[config.mk]
export PLATFORM = sky130hd
export DESIGN_NAME = mdu_seq_ctrl
export DESIGN_NICKNAME = d
export VERILOG_FILES = /design/src/rtl/mdu_seq_ctrl.sv
export SDC_FILE = /design/constraint.sdc
export NUM_CORES = 1
export LEC_CHECK = 0
export CAP_MARGIN = 25
export CORE_UTILIZATION = 50
export CTS_CLUSTER_SIZE = 24
export DETAILED_ROUTE_END_ITERATION = 16
export PLACE_DENSITY_LB_ADDON = 0.12
export SLEW_MARGIN = 20
export SYNTH_ARGS = -nofsm -noshare
export SYNTH_HDL_FRONTEND = slang
export SYNTH_SLANG_ARGS = --single-unit
export TNS_END_PERCENT = 50
[constraint.sdc]
create_clock -name clk -period 3.5 [get_ports clk]
set_clock_uncertainty 0.2 [all_clocks]
set_input_delay 0.525 -clock clk [delete_from_list [all_inputs] [get_ports clk]]
set_output_delay 0.525 -clock clk [all_outputs]
set_load 0.02 [all_outputs]
[src/rtl/mdu_seq_ctrl.sv]
`default_nettype none
// ============================================================================
// Module      : mdu_seq_ctrl
// Description : Iterative multiply/divide sequencer for the EX stage.
//               Shift-add multiply or restoring divide, one bit per clock,
//               with sign fix-up, HI/LO writeback, pipeline stall and flush.
// Revision    : 1.0 - initial release
// ============================================================================
module mdu_seq_ctrl #(
  parameter int WIDTH = 32
) (
  input  logic             clk,
  input  logic             rst_n,
  input  logic             start,
  input  logic [1:0]       op,
  input  logic [WIDTH-1:0] x,
  input  logic [WIDTH-1:0] y,
  input  logic             flush,
  output logic             busy,
  output logic             stall,
  output logic             done,
  output logic [WIDTH-1:0] hi,
  output logic [WIDTH-1:0] lo
);

  localparam int                c_cnt_w     = (WIDTH > 1) ? $clog2(WIDTH) : 1;
  localparam logic [c_cnt_w-1:0] c_last_iter = c_cnt_w'(WIDTH - 1);
  localparam logic [c_cnt_w-1:0] c_cnt_one   = c_cnt_w'(1);

  typedef enum logic [1:0] {
    S_IDLE = 2'd0,
    S_CALC = 2'd1,
    S_FIX  = 2'd2,
    S_DONE = 2'd3
  } state_t;

  state_t r_state;
  state_t w_state_nxt;

  // Latched operation context
  logic               r_is_div;
  logic               r_neg_res;
  logic               r_neg_rem;
  logic [WIDTH:0]     r_x_mag;     // multiplicand magnitude (W+1 bits so |-2^(W-1)| fits)
  logic [WIDTH:0]     r_y_mag;     // divisor magnitude
  logic [c_cnt_w-1:0] r_cnt;

  // Working registers: multiply uses {r_rem[W-1:0], r_q} as the 2W accumulator,
  // divide uses r_rem as the W+1 bit partial remainder and r_q as the quotient.
  logic [WIDTH:0]     r_rem;
  logic [WIDTH-1:0]   r_q;

  logic [WIDTH-1:0]   r_hi;
  logic [WIDTH-1:0]   r_lo;

  // Operand sign handling at issue
  logic               w_x_neg;
  logic               w_y_neg;
  logic [WIDTH:0]     w_x_ext;
  logic [WIDTH:0]     w_y_ext;
  logic [WIDTH:0]     w_x_mag;
  logic [WIDTH:0]     w_y_mag;
  logic               w_dbz;
  logic               w_accept;

  // Iteration datapath
  logic [WIDTH:0]     w_mul_sum;
  logic [WIDTH:0]     w_div_shift;
  logic [WIDTH+1:0]   w_div_trial;
  logic               w_div_ok;

  // Final sign fix-up
  logic [2*WIDTH-1:0] w_prod;
  logic [2*WIDTH-1:0] w_prod_fix;
  logic [WIDTH-1:0]   w_quot_fix;
  logic [WIDTH-1:0]   w_rem_fix;

  assign w_x_neg  = op[0] & x[WIDTH-1];
  assign w_y_neg  = op[0] & y[WIDTH-1];
  assign w_x_ext  = {w_x_neg, x};
  assign w_y_ext  = {w_y_neg, y};
  assign w_x_mag  = w_x_neg ? -w_x_ext : w_x_ext;
  assign w_y_mag  = w_y_neg ? -w_y_ext : w_y_ext;
  assign w_dbz    = op[1] & (y == '0);
  assign w_accept = (r_state == S_IDLE) & start & ~flush;

  assign w_mul_sum   = r_rem + (r_q[0] ? r_x_mag : '0);
  assign w_div_shift = {r_rem[WIDTH-1:0], r_q[WIDTH-1]};
  assign w_div_trial = {1'b0, w_div_shift} - {1'b0, r_y_mag};
  assign w_div_ok    = ~w_div_trial[WIDTH+1];

  assign w_prod     = {r_rem[WIDTH-1:0], r_q};
  assign w_prod_fix = r_neg_res ? -w_prod : w_prod;
  assign w_quot_fix = r_neg_res ? -r_q : r_q;
  assign w_rem_fix  = r_neg_rem ? -r_rem[WIDTH-1:0] : r_rem[WIDTH-1:0];

  // State register
  always_ff @(posedge clk or negedge rst_n) begin
    if (!rst_n) begin
      r_state <= S_IDLE;
    end else begin
      r_state <= w_state_nxt;
    end
  end

  // Next-state and status decode; flush wins over everything once an op is live
  always_comb begin
    w_state_nxt = r_state;
    busy        = 1'b0;
    done        = 1'b0;
    case (r_state)
      S_IDLE: begin
        if (w_accept) begin
          w_state_nxt = w_dbz ? S_DONE : S_CALC;
        end
      end
      S_CALC: begin
        busy = 1'b1;
        if (flush) begin
          w_state_nxt = S_IDLE;
        end else if (r_cnt == c_last_iter) begin
          w_state_nxt = S_FIX;
        end
      end
      S_FIX: begin
        busy        = 1'b1;
        w_state_nxt = flush ? S_IDLE : S_DONE;
      end
      S_DONE: begin
        done        = 1'b1;
        w_state_nxt = S_IDLE;
      end
      default: begin
        w_state_nxt = S_IDLE;
      end
    endcase
  end

  // Divide-by-zero completes in one edge, so it never needs to hold the pipe
  assign stall = busy | (start & (r_state == S_IDLE) & ~w_dbz);

  // Operand latch, per-bit iteration and HI/LO writeback
  always_ff @(posedge clk or negedge rst_n) begin
    if (!rst_n) begin
      r_is_div  <= 1'b0;
      r_neg_res <= 1'b0;
      r_neg_rem <= 1'b0;
      r_x_mag   <= '0;
      r_y_mag   <= '0;
      r_cnt     <= '0;
      r_rem     <= '0;
      r_q       <= '0;
      r_hi      <= '0;
      r_lo      <= '0;
    end else begin
      case (r_state)
        S_IDLE: begin
          if (w_accept) begin
            r_is_div  <= op[1];
            r_neg_res <= w_x_neg ^ w_y_neg;
            r_neg_rem <= w_x_neg;
            r_x_mag   <= w_x_mag;
            r_y_mag   <= w_y_mag;
            r_cnt     <= '0;
            r_rem     <= '0;
            r_q       <= op[1] ? w_x_mag[WIDTH-1:0] : w_y_mag[WIDTH-1:0];
            if (w_dbz) begin
              r_hi <= x;
              r_lo <= '1;
            end
          end
        end
        S_CALC: begin
          if (!flush) begin
            r_cnt <= r_cnt + c_cnt_one;
            if (r_is_div) begin
              r_rem <= w_div_ok ? w_div_trial[WIDTH:0] : w_div_shift;
              r_q   <= {r_q[WIDTH-2:0], w_div_ok};
            end else begin
              r_rem <= {1'b0, w_mul_sum[WIDTH:1]};
              r_q   <= {w_mul_sum[0], r_q[WIDTH-1:1]};
            end
          end
        end
        S_FIX: begin
          if (!flush) begin
            if (r_is_div) begin
              r_hi <= w_rem_fix;
              r_lo <= w_quot_fix;
            end else begin
              r_hi <= w_prod_fix[2*WIDTH-1:WIDTH];
              r_lo <= w_prod_fix[WIDTH-1:0];
            end
          end
        end
        default: begin
        end
      endcase
    end
  end

  assign hi = r_hi;
  assign lo = r_lo;

endmodule
`default_nettype wire

==> results.cfg, run 1 <==
[yosys]
syn-instance-count = 2002
ys_ff_latch = 205
yosys.area.top_type_share = 0.3171
async_sr_flop_fraction = 1.000
netlist-cell-type-count = 82
synthesis.nets = 2150
synth.top_cells.by_area = sky130_fd_sc_hd__dfrtp_1 32%, sky130_fd_sc_hd__ha_1 5.9%, sky130_fd_sc_hd__o21ai_0 5.8%, sky130_fd_sc_hd__nand2_1 5.5%, sky130_fd_sc_hd__a21oi_1 4.8%
synth_seq_area_share = 0.3171
dominantRegCellSynth = sky130_fd_sc_hd__dfrtp_1
yosysWarningCount = 0
synth_edf_count = 0
netlist_area_before_placement_um2 = 16180
synth_top_cell_by_area = sky130_fd_sc_hd__dfrtp_1
synth.avg_cell_area_um2 = 8.082

[floorplan]
core_area_um2 = 31720
core.rowCount = 65
initial_cell_density_of_the_core = 0.5101
die_y_um = 181.9
dieWidth_um = 181.9
io_pins = 137
floorplan.die_area_um2 = 33080

[final_layout]
filler_cell_count = 2797
design_area_um2 = 20700
diode_count = 0
layout-drive-gt1-share = 0.1702
final_cell_count_without_fillers = 2729
area.growth.synth_to_final_pct = 27.93
finish.net_count = 2456

[placement]
dpl_worst_slack_ns = -0.5811
dpl_cell_area_um2 = 19640
final_estimated_routing_congestion_in_global_placement = 0.9849
port_buffers = 136
dp_hpwl_um = 44460
dp_cells = 2677

[clock_network]
worst_skew_pair.late_latency_ns = 0.55
clock_tree_from_tritoncts = done
cts-buffers-inserted = 26
clk_path_buf_depth = 3
clock_tree.root_cell = sky130_fd_sc_hd__clkbuf_16
clk_pin_slew_ns = 0.05
clock_sink_count = 205
clock_tree.htree_level_count = 1

[sta]
grt_setup_unrepaired = true
relSlewSlack = 0.5124
finalSetupViolations = 0
tightest_slew_ns = 0.7314
clock.fmax_mhz = 291.9
final-hold-violation-count = 0
timing.final.crit_share = 0.9789
worst_slack_ns = 0.07381
finalWorstPathRequiredPeriod_ns = 3.426
final_max_slew_viol_count = 0

[critical_path]
critPathKind = in -> out
critical_path.startpoint_type = primary input
critical_path_arrival_ns = 2.70
required_ns = 2.77
crit_path_max_fanout = 2
worstSetupEndpointType = primary output

[detailed_routing]
postRouteAntennaNets = 0
wl_per_cell_um = 21.04
detailedRoute.firstIterationViolations = 1508
vias_per_cell = 5.976
vias = 16309
drt_pass1_iterations = 5
post-route-drc-count = 0
routed_wirelength_um = 57420

[grt]
gr-total-overflow = 0
grt_antenna_before_repair = 1
grt_first_pass_wirelength_um = 89290
track_usage = 0.3469
via_count_of_the_first_global_routing_pass = 15679
grt_max_degree = 97

[min_path]
min-delay-path-class = reg -> reg

[power]
power-per-cell-area_nw_per_um2 = 925.6
max-vdd-ir-drop_uv = 1089
leakage_nw = 9.372

[job]
max_cap_violations = 0

[status]
run_status = finished clean
## stage by stage
| stage | total power, mW | utilization | setup TNS (ns) | hold slack (ns) |
|---|---|---|---|---|
| floorplan | 11.59 | - | 0 | 0.02941 |
| global placement | 15.84 | 0.6191 | -30.04 | 0.2557 |
| detailed placement | 16.03 | 0.6191 | -33.84 | 0.2676 |
| CTS | 18.94 | 0.6497 | 0 | 0.2847 |
| global route | 20.52 | 0.6526 | -0.02141 | 0.3022 |
| finish | 19.16 | 0.6526 | 0 | 0.2780 |
## layout by cell type, fill, tap and decap left out, types with 10 or more instances in the layout
master and n:
sky130_fd_sc_hd__nor3_1 41, sky130_fd_sc_hd__clkdlybuf4s50_1 125, sky130_fd_sc_hd__nand2_1 232, sky130_fd_sc_hd__and3_1 15, sky130_fd_sc_hd__inv_1 64, sky130_fd_sc_hd__a31oi_1 57
sky130_fd_sc_hd__xnor2_1 84, sky130_fd_sc_hd__o31ai_1 22, sky130_fd_sc_hd__o41ai_1 13, sky130_fd_sc_hd__o21ai_0 186, sky130_fd_sc_hd__o21ai_1 18, sky130_fd_sc_hd__a21o_1 38
sky130_fd_sc_hd__and2_1 40, sky130_fd_sc_hd__buf_4 259, sky130_fd_sc_hd__a21oi_1 150, sky130_fd_sc_hd__nand3_1 29, sky130_fd_sc_hd__clkbuf_16 27, sky130_fd_sc_hd__dfrtp_1 202
sky130_fd_sc_hd__a211oi_1 29, sky130_fd_sc_hd__or4_1 11, sky130_fd_sc_hd__xor2_1 85, sky130_fd_sc_hd__mux2i_1 52, sky130_fd_sc_hd__nor2_1 165, sky130_fd_sc_hd__ha_1 70
sky130_fd_sc_hd__mux2_2 28, sky130_fd_sc_hd__nand2b_1 25, sky130_fd_sc_hd__a22o_1 13, sky130_fd_sc_hd__nor2b_1 10, sky130_fd_sc_hd__or3_1 18, sky130_fd_sc_hd__nor4_1 12
sky130_fd_sc_hd__o21bai_1 10
## cell families after synthesis
| group | after synthesis | share of synthesized area |
|---|---|---|
| AOI/OAI and AO/OA | 628 | 0.2399 |
| buffers and inverters | 191 | 0.04710 |
| xor gates and xnor gates | 169 | 0.09149 |
| DFF | 205 | 0.3171 |
| and+or+nand+nor | 651 | 0.1916 |
| adders and majority gates | 78 | 0.06125 |
| muxes | 80 | 0.05166 |
## layer usage
layer	vias to the layer above	GRT usage	share of wire
met1	7846	0.4916	0.45
li1	7815	-	-
met5	-	0	0
met3	89	0.05716	0.073
met4	0	0.1029	0.030
met2	559	0.5425	0.45
## report_power, final
part | total, mW | leakage (nW) | switching (mW) | internal (mW)
combinational | 12.1 | 6.47 | 6.98 | 5.14
sequential | 4.24 | 2.47 | 0.916 | 3.32
clock | 2.80 | 0.428 | 1.10 | 1.70
## final cells by class
| cell class | count | area [um2] | share of cell area |
|---|---|---|---|
| flip-flops and latches | 205 | 5136 | 0.2481 |
| inverters | 65 | 244.0 | 0.01179 |
| multi-input cells | 1606 | 10440 | 0.5045 |
| repair buffers | 404 | 3490 | 0.1686 |
| clock inverters | 10 | 140.1 | 0.006770 |
| clock buffers | 37 | 743.2 | 0.03591 |
| well taps | 402 | 503.0 | 0.02430 |
## synthesized netlist by cell type (24+ instances only)
library cell	number
sky130_fd_sc_hd__nor2_1	165
sky130_fd_sc_hd__nand2_1	235
sky130_fd_sc_hd__mux2i_1	52
sky130_fd_sc_hd__a31oi_1	58
sky130_fd_sc_hd__and2_1	40
sky130_fd_sc_hd__a21oi_1	155
sky130_fd_sc_hd__xnor2_1	84
sky130_fd_sc_hd__mux2_2	28
sky130_fd_sc_hd__a21o_1	39
sky130_fd_sc_hd__dfrtp_1	205
sky130_fd_sc_hd__inv_1	65
sky130_fd_sc_hd__o31ai_1	24
sky130_fd_sc_hd__o21ai_0	188
sky130_fd_sc_hd__xor2_1	85
sky130_fd_sc_hd__a211oi_1	30
sky130_fd_sc_hd__nor3_1	41
sky130_fd_sc_hd__clkbuf_1	94
sky130_fd_sc_hd__ha_1	76
sky130_fd_sc_hd__nand3_1	29
sky130_fd_sc_hd__nand2b_1	25
## final timing paths
path	start	end	slack [ns]	cells past startpoint
min in group asynchronous	rst_n	lo[4]$_DFFE_PN0P_	0.37	2
worst max-delay path	y[15]	stall	0.07	7
max in group asynchronous	rst_n	r_y_mag[17]$_DFFE_PN0P_	1.90	3
worst min-delay path	r_x_mag[6]$_DFFE_PN0P_	r_x_mag[6]$_DFFE_PN0P_	0.28	2
worst min register to register	r_x_mag[6]$_DFFE_PN0P_	r_x_mag[6]$_DFFE_PN0P_	0.28	2
worst max register to register	r_q[14]$_DFFE_PN0P_	hi[26]$_DFFE_PN0P_	0.12	10
## registers in the layout (all words and copies together), names as in the netlist
name / count
hi: 32
r_neg_rem: 1
r_x_mag: 33
lo: 32
r_y_mag: 33
r_state: 2
r_cnt: 5
r_q: 32
r_rem: 33
r_is_div: 1
r_neg_res: 1
## critical path, stage by stage
cell and delay, ns:
sky130_fd_sc_hd__dlygate4sd2_1 0.25, sky130_fd_sc_hd__or4_4 0.57, sky130_fd_sc_hd__or4_4 0.53, sky130_fd_sc_hd__nor4_4 0.29, sky130_fd_sc_hd__and3_4 0.28, sky130_fd_sc_hd__o21bai_1 0.09, sky130_fd_sc_hd__buf_4 0.16
## repair_timing
item	CTS	global route
endpoints found under the hold margin	74	0
gates resized for setup	22	23
pin swaps	5	6
hold buffers	1	0
setup buffers	3	1
cloned	0	0
endpoints found under the setup margin	13	22
No activity file was read; power rests on OpenSTA's default activity.
==> run 2: changes to the inputs <==
--- a/config.mk
+++ b/config.mk
@@ -8,2 +8,3 @@
 export CAP_MARGIN = 25
+export CORE_MARGIN = 10
 export CORE_UTILIZATION = 50
--- a/constraint.sdc
+++ b/constraint.sdc
@@ -4,2 +4,2 @@
 set_output_delay 0.525 -clock clk [all_outputs]
-set_load 0.02 [all_outputs]
+set_load 0.05 [all_outputs]
==> run 2 against run 1 <==
Net effect: the flow now finishes with violations (setup timing); register-to-register slack lost 0.02 ns; sequential share of layout area grew 0.38 points; global-route usage shrank 5.6 points; via count grew 0.31%; non-clock buffer count shrank 18; sequential power is essentially flat; total power grew 1.2%; first-iteration DRC count shrank 8.5%; sequential cell count is the same; combinational power grew 6%; routed wire length grew 3.6%; hold slack gained 0.0059 ns; critical endpoint unchanged; largest power group unchanged.
==> results.cfg, run 2 (same netlist as run 1, synthesis figures left out) <==
[floorplan]
io_pins = 137
initial_cell_density_of_the_core = 0.5101
dieWidth_um = 199.9
die_y_um = 199.9
core.rowCount = 65
floorplan.die_area_um2 = 39950
core_area_um2 = 31720

[clock_network]
worst_skew_pair.late_latency_ns = 0.54
clock_tree.htree_level_count = 1
clock_tree.root_cell = sky130_fd_sc_hd__clkbuf_16
clk_pin_slew_ns = 0.06
clock_sink_count = 205
clock_tree_from_tritoncts = done
cts-buffers-inserted = 25
clk_path_buf_depth = 3

[sta]
worst_slack_ns = -0.05980
tightest_slew_ns = 0.8518
grt_setup_unrepaired = true
finalWorstPathRequiredPeriod_ns = 3.560
final_max_slew_viol_count = 0
finalSetupViolations = 1
clock.fmax_mhz = 280.9
timing.final.crit_share = 1.017
relSlewSlack = 0.4321
fin_tns_setup_ns = -0.05980
final-hold-violation-count = 0

[critical_path]
required_ns = 2.77
crit_path_max_fanout = 3
crit_buf_inv = 4
critical_path_arrival_ns = 2.83
timing.critical_path.max_delay_family = simple AND/OR/NAND/NOR gates
critPathKind = in -> out
critical_path.cell_chain = clkdlybuf4s50_1 -> nor4_1 -> buf_4 -> nand3b_1 -> buf_4 -> nor4_4 -> and3_4 -> o21bai_1 -> buf_4
worstSetupEndpointType = primary output
worst_path_most_repeated_cell = sky130_fd_sc_hd__buf_4
cpMaxStageDelayCell = sky130_fd_sc_hd__clkdlybuf4s50_1
max_stage_delay_ns = 0.48
critical_path.startpoint_type = primary input

[final_layout]
area.growth.synth_to_final_pct = 25.99
layout-drive-gt1-share = 0.1602
most-common-layout-cells = 242 x sky130_fd_sc_hd__buf_4, 233 x sky130_fd_sc_hd__nand2_1, 202 x sky130_fd_sc_hd__dfrtp_1
mostFrequentLayoutCell = sky130_fd_sc_hd__buf_4
finish.net_count = 2437
post-route-util = 0.6427
reg.largest.list = r_rem: 33 flops, r_x_mag: 33 flops, r_y_mag: 33 flops
diode_count = 0

[grt]
grt_antenna_before_repair = 1
grt_max_degree = 83
track_usage = 0.2911
gr-total-overflow = 0
via_count_of_the_first_global_routing_pass = 15643
grt_first_pass_wirelength_um = 90890

[power]
max-vdd-ir-drop_uv = 1161
leakage_nw = 9.180
power-per-cell-area_nw_per_um2 = 951.5

[detailed_routing]
drt_pass1_iterations = 7
vias_per_cell = 6.046
post-route-drc-count = 0
postRouteAntennaNets = 0
routed_wirelength_um = 59470
wl_per_cell_um = 21.98
detailedRoute.firstIterationViolations = 1380
vias = 16360

[placement]
port_buffers = 136
final_estimated_routing_congestion_in_global_placement = 1.005
dp_hpwl_um = 46740

[status]
failed_checks = setup timing
run_status = complete, but fails checks

[job]
max_cap_violations = 0

[min_path]
min-delay-path-class = reg -> reg
==> run 2: cell types whose count changed in the layout (fill, tap and decap cells not counted), sizes merged <==
cell           change
dlymetal6s2s       -4
clkbuf             -2
buf               -18
dlygate4sd2        +3
clkinv             +2
clkdlybuf4s50      +1
bufinv             -3
inv                -2
==> run 2: worst paths after layout <==
check / slack [ns] / from / to / cells after the start
setup / recovery: -0.06 / y[5] / stall / 9
hold reg to reg: 0.28 / r_x_mag[4]$_DFFE_PN0P_ / r_x_mag[4]$_DFFE_PN0P_ / 2
setup reg to reg: 0.10 / r_q[0]$_DFFE_PN0P_ / r_rem[16]$_DFFE_PN0P_ / 12
max in group asynchronous: 1.79 / rst_n / r_q[30]$_DFFE_PN0P_ / 3
min in group asynchronous: 0.41 / rst_n / lo[4]$_DFFE_PN0P_ / 2
hold / removal: 0.28 / r_x_mag[4]$_DFFE_PN0P_ / r_x_mag[4]$_DFFE_PN0P_ / 2
==> run 2: worst min-delay path, stage by stage, from the launching register on <==
cell                      delay, ns
sky130_fd_sc_hd__dfrtp_1       0.34
sky130_fd_sc_hd__nand2_1       0.05
sky130_fd_sc_hd__o21ai_0       0.06
==> run 2: what timing repair did <==
item / 4_1_cts / 5_1_grt
setup endpoints to repair: 6 / 28
hold buffers: 1 / 0
hold endpoints to repair: 77 / 0
gates resized for setup: 17 / 21
buffers inserted: 2 / 1
cloned: 0 / 0
pin swaps: 8 / 0
==> run 2: where the power goes <==
part / switching (mW) / total, mW / internal [mW]
Clock: 1.03 / 2.39 / 1.37
Combinational: 7.69 / 12.8 / 5.06
Sequential: 0.932 / 4.25 / 3.32
Total: 9.65 / 19.4 / 9.75
==> run 2: per-stage QoR <==
step	std cells	hold WS [ns]	cell area [um2]	setup slack, ns	total power [mW]
2_1_floorplan	2002	0.02941	16180	0.1225	12.21
5_1_grt	2706	0.3132	20380	-0.07659	20.72
3_3_place_gp	2661	0.2582	19510	-0.3186	16.50
4_1_cts	2705	0.2831	20290	0.003046	19.17
3_5_place_dp	2661	0.2680	19510	-0.4023	16.69
6_report	2706	0.2839	20380	-0.05980	19.40
==> run 2: layout make-up <==
cell class              instances  area, um2
flip-flops and latches        205       5136
fillers                      2805      11330
multi-input cells            1606      10440
clock inverters                 7      40.04
repair buffers                386       3328
clock buffers                  35      693.2
inverters                      65      244.0
well taps                     402      503.0
==> run 2: layer usage <==
metal  track usage  share of wire  wire (um)  vias up
met5             0        0.00022         13        -
met4       0.06955          0.025       1491        2
met3       0.03533          0.076       4510       97
met2        0.4650           0.45      26690      659
met1        0.4113           0.45      26760     7852
li1              -              -          -     7750
==> run 3: changes to the inputs <==
Settings changed: CELL_PAD_IN_SITES_DETAIL_PLACEMENT set to 1, CELL_PAD_IN_SITES_GLOBAL_PLACEMENT set to 1, CORE_UTILIZATION 50 to 41.
==> run 3 against run 2 <==
Net effect: the flow still finishes with violations (setup timing); count of clock-buffer cells in the layout up 2; first-iteration DRC count down 20%; die area up 20%; global-route usage shrank 1.4 points; worst setup slack better by 0.042 ns; sequential power decreased by 0.9%; critical endpoint unchanged; largest power group unchanged.
==> results.cfg, run 3 (same netlist as run 1, synthesis figures left out) <==
[status]
run_status = complete, but fails checks
failed_checks = setup timing

[sta]
worst_slack_ns = -0.01797
finalSetupViolations = 1
timing.final.crit_share = 1.005
fin_tns_setup_ns = -0.01797
tightest_slew_ns = 0.7353
final_max_slew_viol_count = 0
clock.fmax_mhz = 284.3
final-hold-violation-count = 0
finalWorstPathRequiredPeriod_ns = 3.518
relSlewSlack = 0.5098
grt_setup_unrepaired = true
whs_ns = 0.2775

[critical_path]
crit_path_max_fanout = 3
critical_path_arrival_ns = 2.79
worst_setup_path_startpoint = y[4]
worstSetupEndpointType = primary output
regToRegStartpoint = r_q[0]$_DFFE_PN0P_
critPathKind = in -> out
critical_path.startpoint_type = primary input
required_ns = 2.77

[grt]
track_usage = 0.2769
grt_antenna_before_repair = 0
grt_first_pass_wirelength_um = 104000
gr-total-overflow = 0
via_count_of_the_first_global_routing_pass = 17193
grt_max_degree = 97

[placement]
dp_hpwl_um = 52940
port_buffers = 136
dp_cells = 2800
dpl_worst_slack_ns = -0.4524
final_estimated_routing_congestion_in_global_placement = 0.9594
dpl_cell_area_um2 = 19850

[power]
power-per-cell-area_nw_per_um2 = 981.4
leakage_nw = 9.432
max-vdd-ir-drop_uv = 1127

[job]
max_cap_violations = 0

[detailed_routing]
detailedRoute.firstIterationViolations = 1104
post-route-drc-count = 0
vias = 16605
postRouteAntennaNets = 0
drt_pass1_iterations = 5
wl_per_cell_um = 23.80
vias_per_cell = 5.822
routed_wirelength_um = 67880

[clock_network]
worst_skew_pair.late_latency_ns = 0.55
clock_tree.root_cell = sky130_fd_sc_hd__clkbuf_16
clock_sink_count = 205
clock_tree_from_tritoncts = done
clk_path_buf_depth = 3
clk_pin_slew_ns = 0.06
clock_tree.htree_level_count = 1
cts-buffers-inserted = 26

[floorplan]
die_y_um = 218.7
initial_cell_density_of_the_core = 0.4167
floorplan.die_area_um2 = 47810
core.rowCount = 72
core_area_um2 = 38830
io_pins = 137
dieWidth_um = 218.7

[final_layout]
reg.largest.list = r_rem: 33 flops, r_x_mag: 33 flops, r_y_mag: 33 flops
final_cell_count_without_fillers = 2852
design_area_um2 = 20980
layout-drive-gt1-share = 0.1769
most-common-layout-cells = 267 x sky130_fd_sc_hd__buf_4, 233 x sky130_fd_sc_hd__nand2_1, 201 x sky130_fd_sc_hd__dfrtp_1
finish.net_count = 2464
area.growth.synth_to_final_pct = 29.68
mostFrequentLayoutCell = sky130_fd_sc_hd__buf_4
diode_count = 0
filler_cell_count = 4680

[min_path]
hold_path_startpoint = r_x_mag[30]$_DFFE_PN0P_
min-delay-path-class = reg -> reg
==> run 3: cell types whose count changed in the layout (fill, tap and decap cells not counted), sizes merged <==
| cell | delta |
|---|---|
| clkinv | -1 |
| buf | +27 |
| clkdlybuf4s50 | -1 |
| clkinvlp | -1 |
| bufinv | +4 |
| clkbuf | +1 |
| dlygate4sd2 | +1 |
==> run 3: area by class of cell <==
class	count	area, um2	share of cell area
timing repair buffer	412	3536	0.1685
tap	518	648.1	0.03089
clock inverter	9	147.6	0.007037
sequential	205	5137	0.2449
clock buffer	37	763.2	0.03638
multi-input combinational	1606	10510	0.5007
inverter	65	244.0	0.01163
==> run 3: path summary, 6_finish.rpt <==
kind / cells past startpoint / slack [ns] / to
worst min-delay path: 2 / 0.28 / r_x_mag[30]$_DFFE_PN0P_
worst min register to register: 2 / 0.28 / r_x_mag[30]$_DFFE_PN0P_
min in group asynchronous: 2 / 0.39 / hi[10]$_DFFE_PN0P_
worst max register to register: 13 / 0.09 / r_rem[21]$_DFFE_PN0P_
worst max-delay path: 9 / -0.02 / stall
max in group asynchronous: 3 / 1.90 / r_y_mag[30]$_DFFE_PN0P_
==> run 3: power by group <==
group | internal, mW | switching, mW
clock network | 1.80 | 1.09
logic | 5.27 | 8.22
registers | 3.32 | 0.887
total | 10.4 | 10.2
==> run 3: worst max-delay path, stage by stage <==
cell and delay (ns):
sky130_fd_sc_hd__clkdlybuf4s50_1 0.46, sky130_fd_sc_hd__nor4_2 0.30, sky130_fd_sc_hd__buf_4 0.17, sky130_fd_sc_hd__nand3b_1 0.25, sky130_fd_sc_hd__nor4_4 0.42, sky130_fd_sc_hd__and3_4 0.29, sky130_fd_sc_hd__buf_4 0.12, sky130_fd_sc_hd__o21bai_1 0.06
sky130_fd_sc_hd__buf_4 0.19
==> run 3: per-stage QoR <==
stage | total power [mW] | util
after floorplan | 12.21 | -
after global placement | 16.91 | 0.5111
after detailed placement | 17.31 | 0.5111
after CTS | 20.34 | 0.5364
after global routing | 21.96 | 0.5404
final | 20.59 | 0.5404
==> run 3: layer usage <==
| metal | up-vias | GRT usage | wire, um |
|---|---|---|---|
| met5 | - | 0 | 0 |
| met4 | 0 | 0.06022 | 1434 |
| met3 | 70 | 0.02721 | 3028 |
| met2 | 398 | 0.4611 | 32040 |
| met1 | 8352 | 0.3806 | 31380 |
| li1 | 7785 | - | - |
==> run 3: timing repair <==
action / CTS / global route
hold buffers: 1 / 0
endpoints found under the setup margin: 34 / 37
hold endpoints to repair: 71 / 0
gates resized for setup: 27 / 30
setup buffers: 0 / 5
pin swaps: 5 / 7
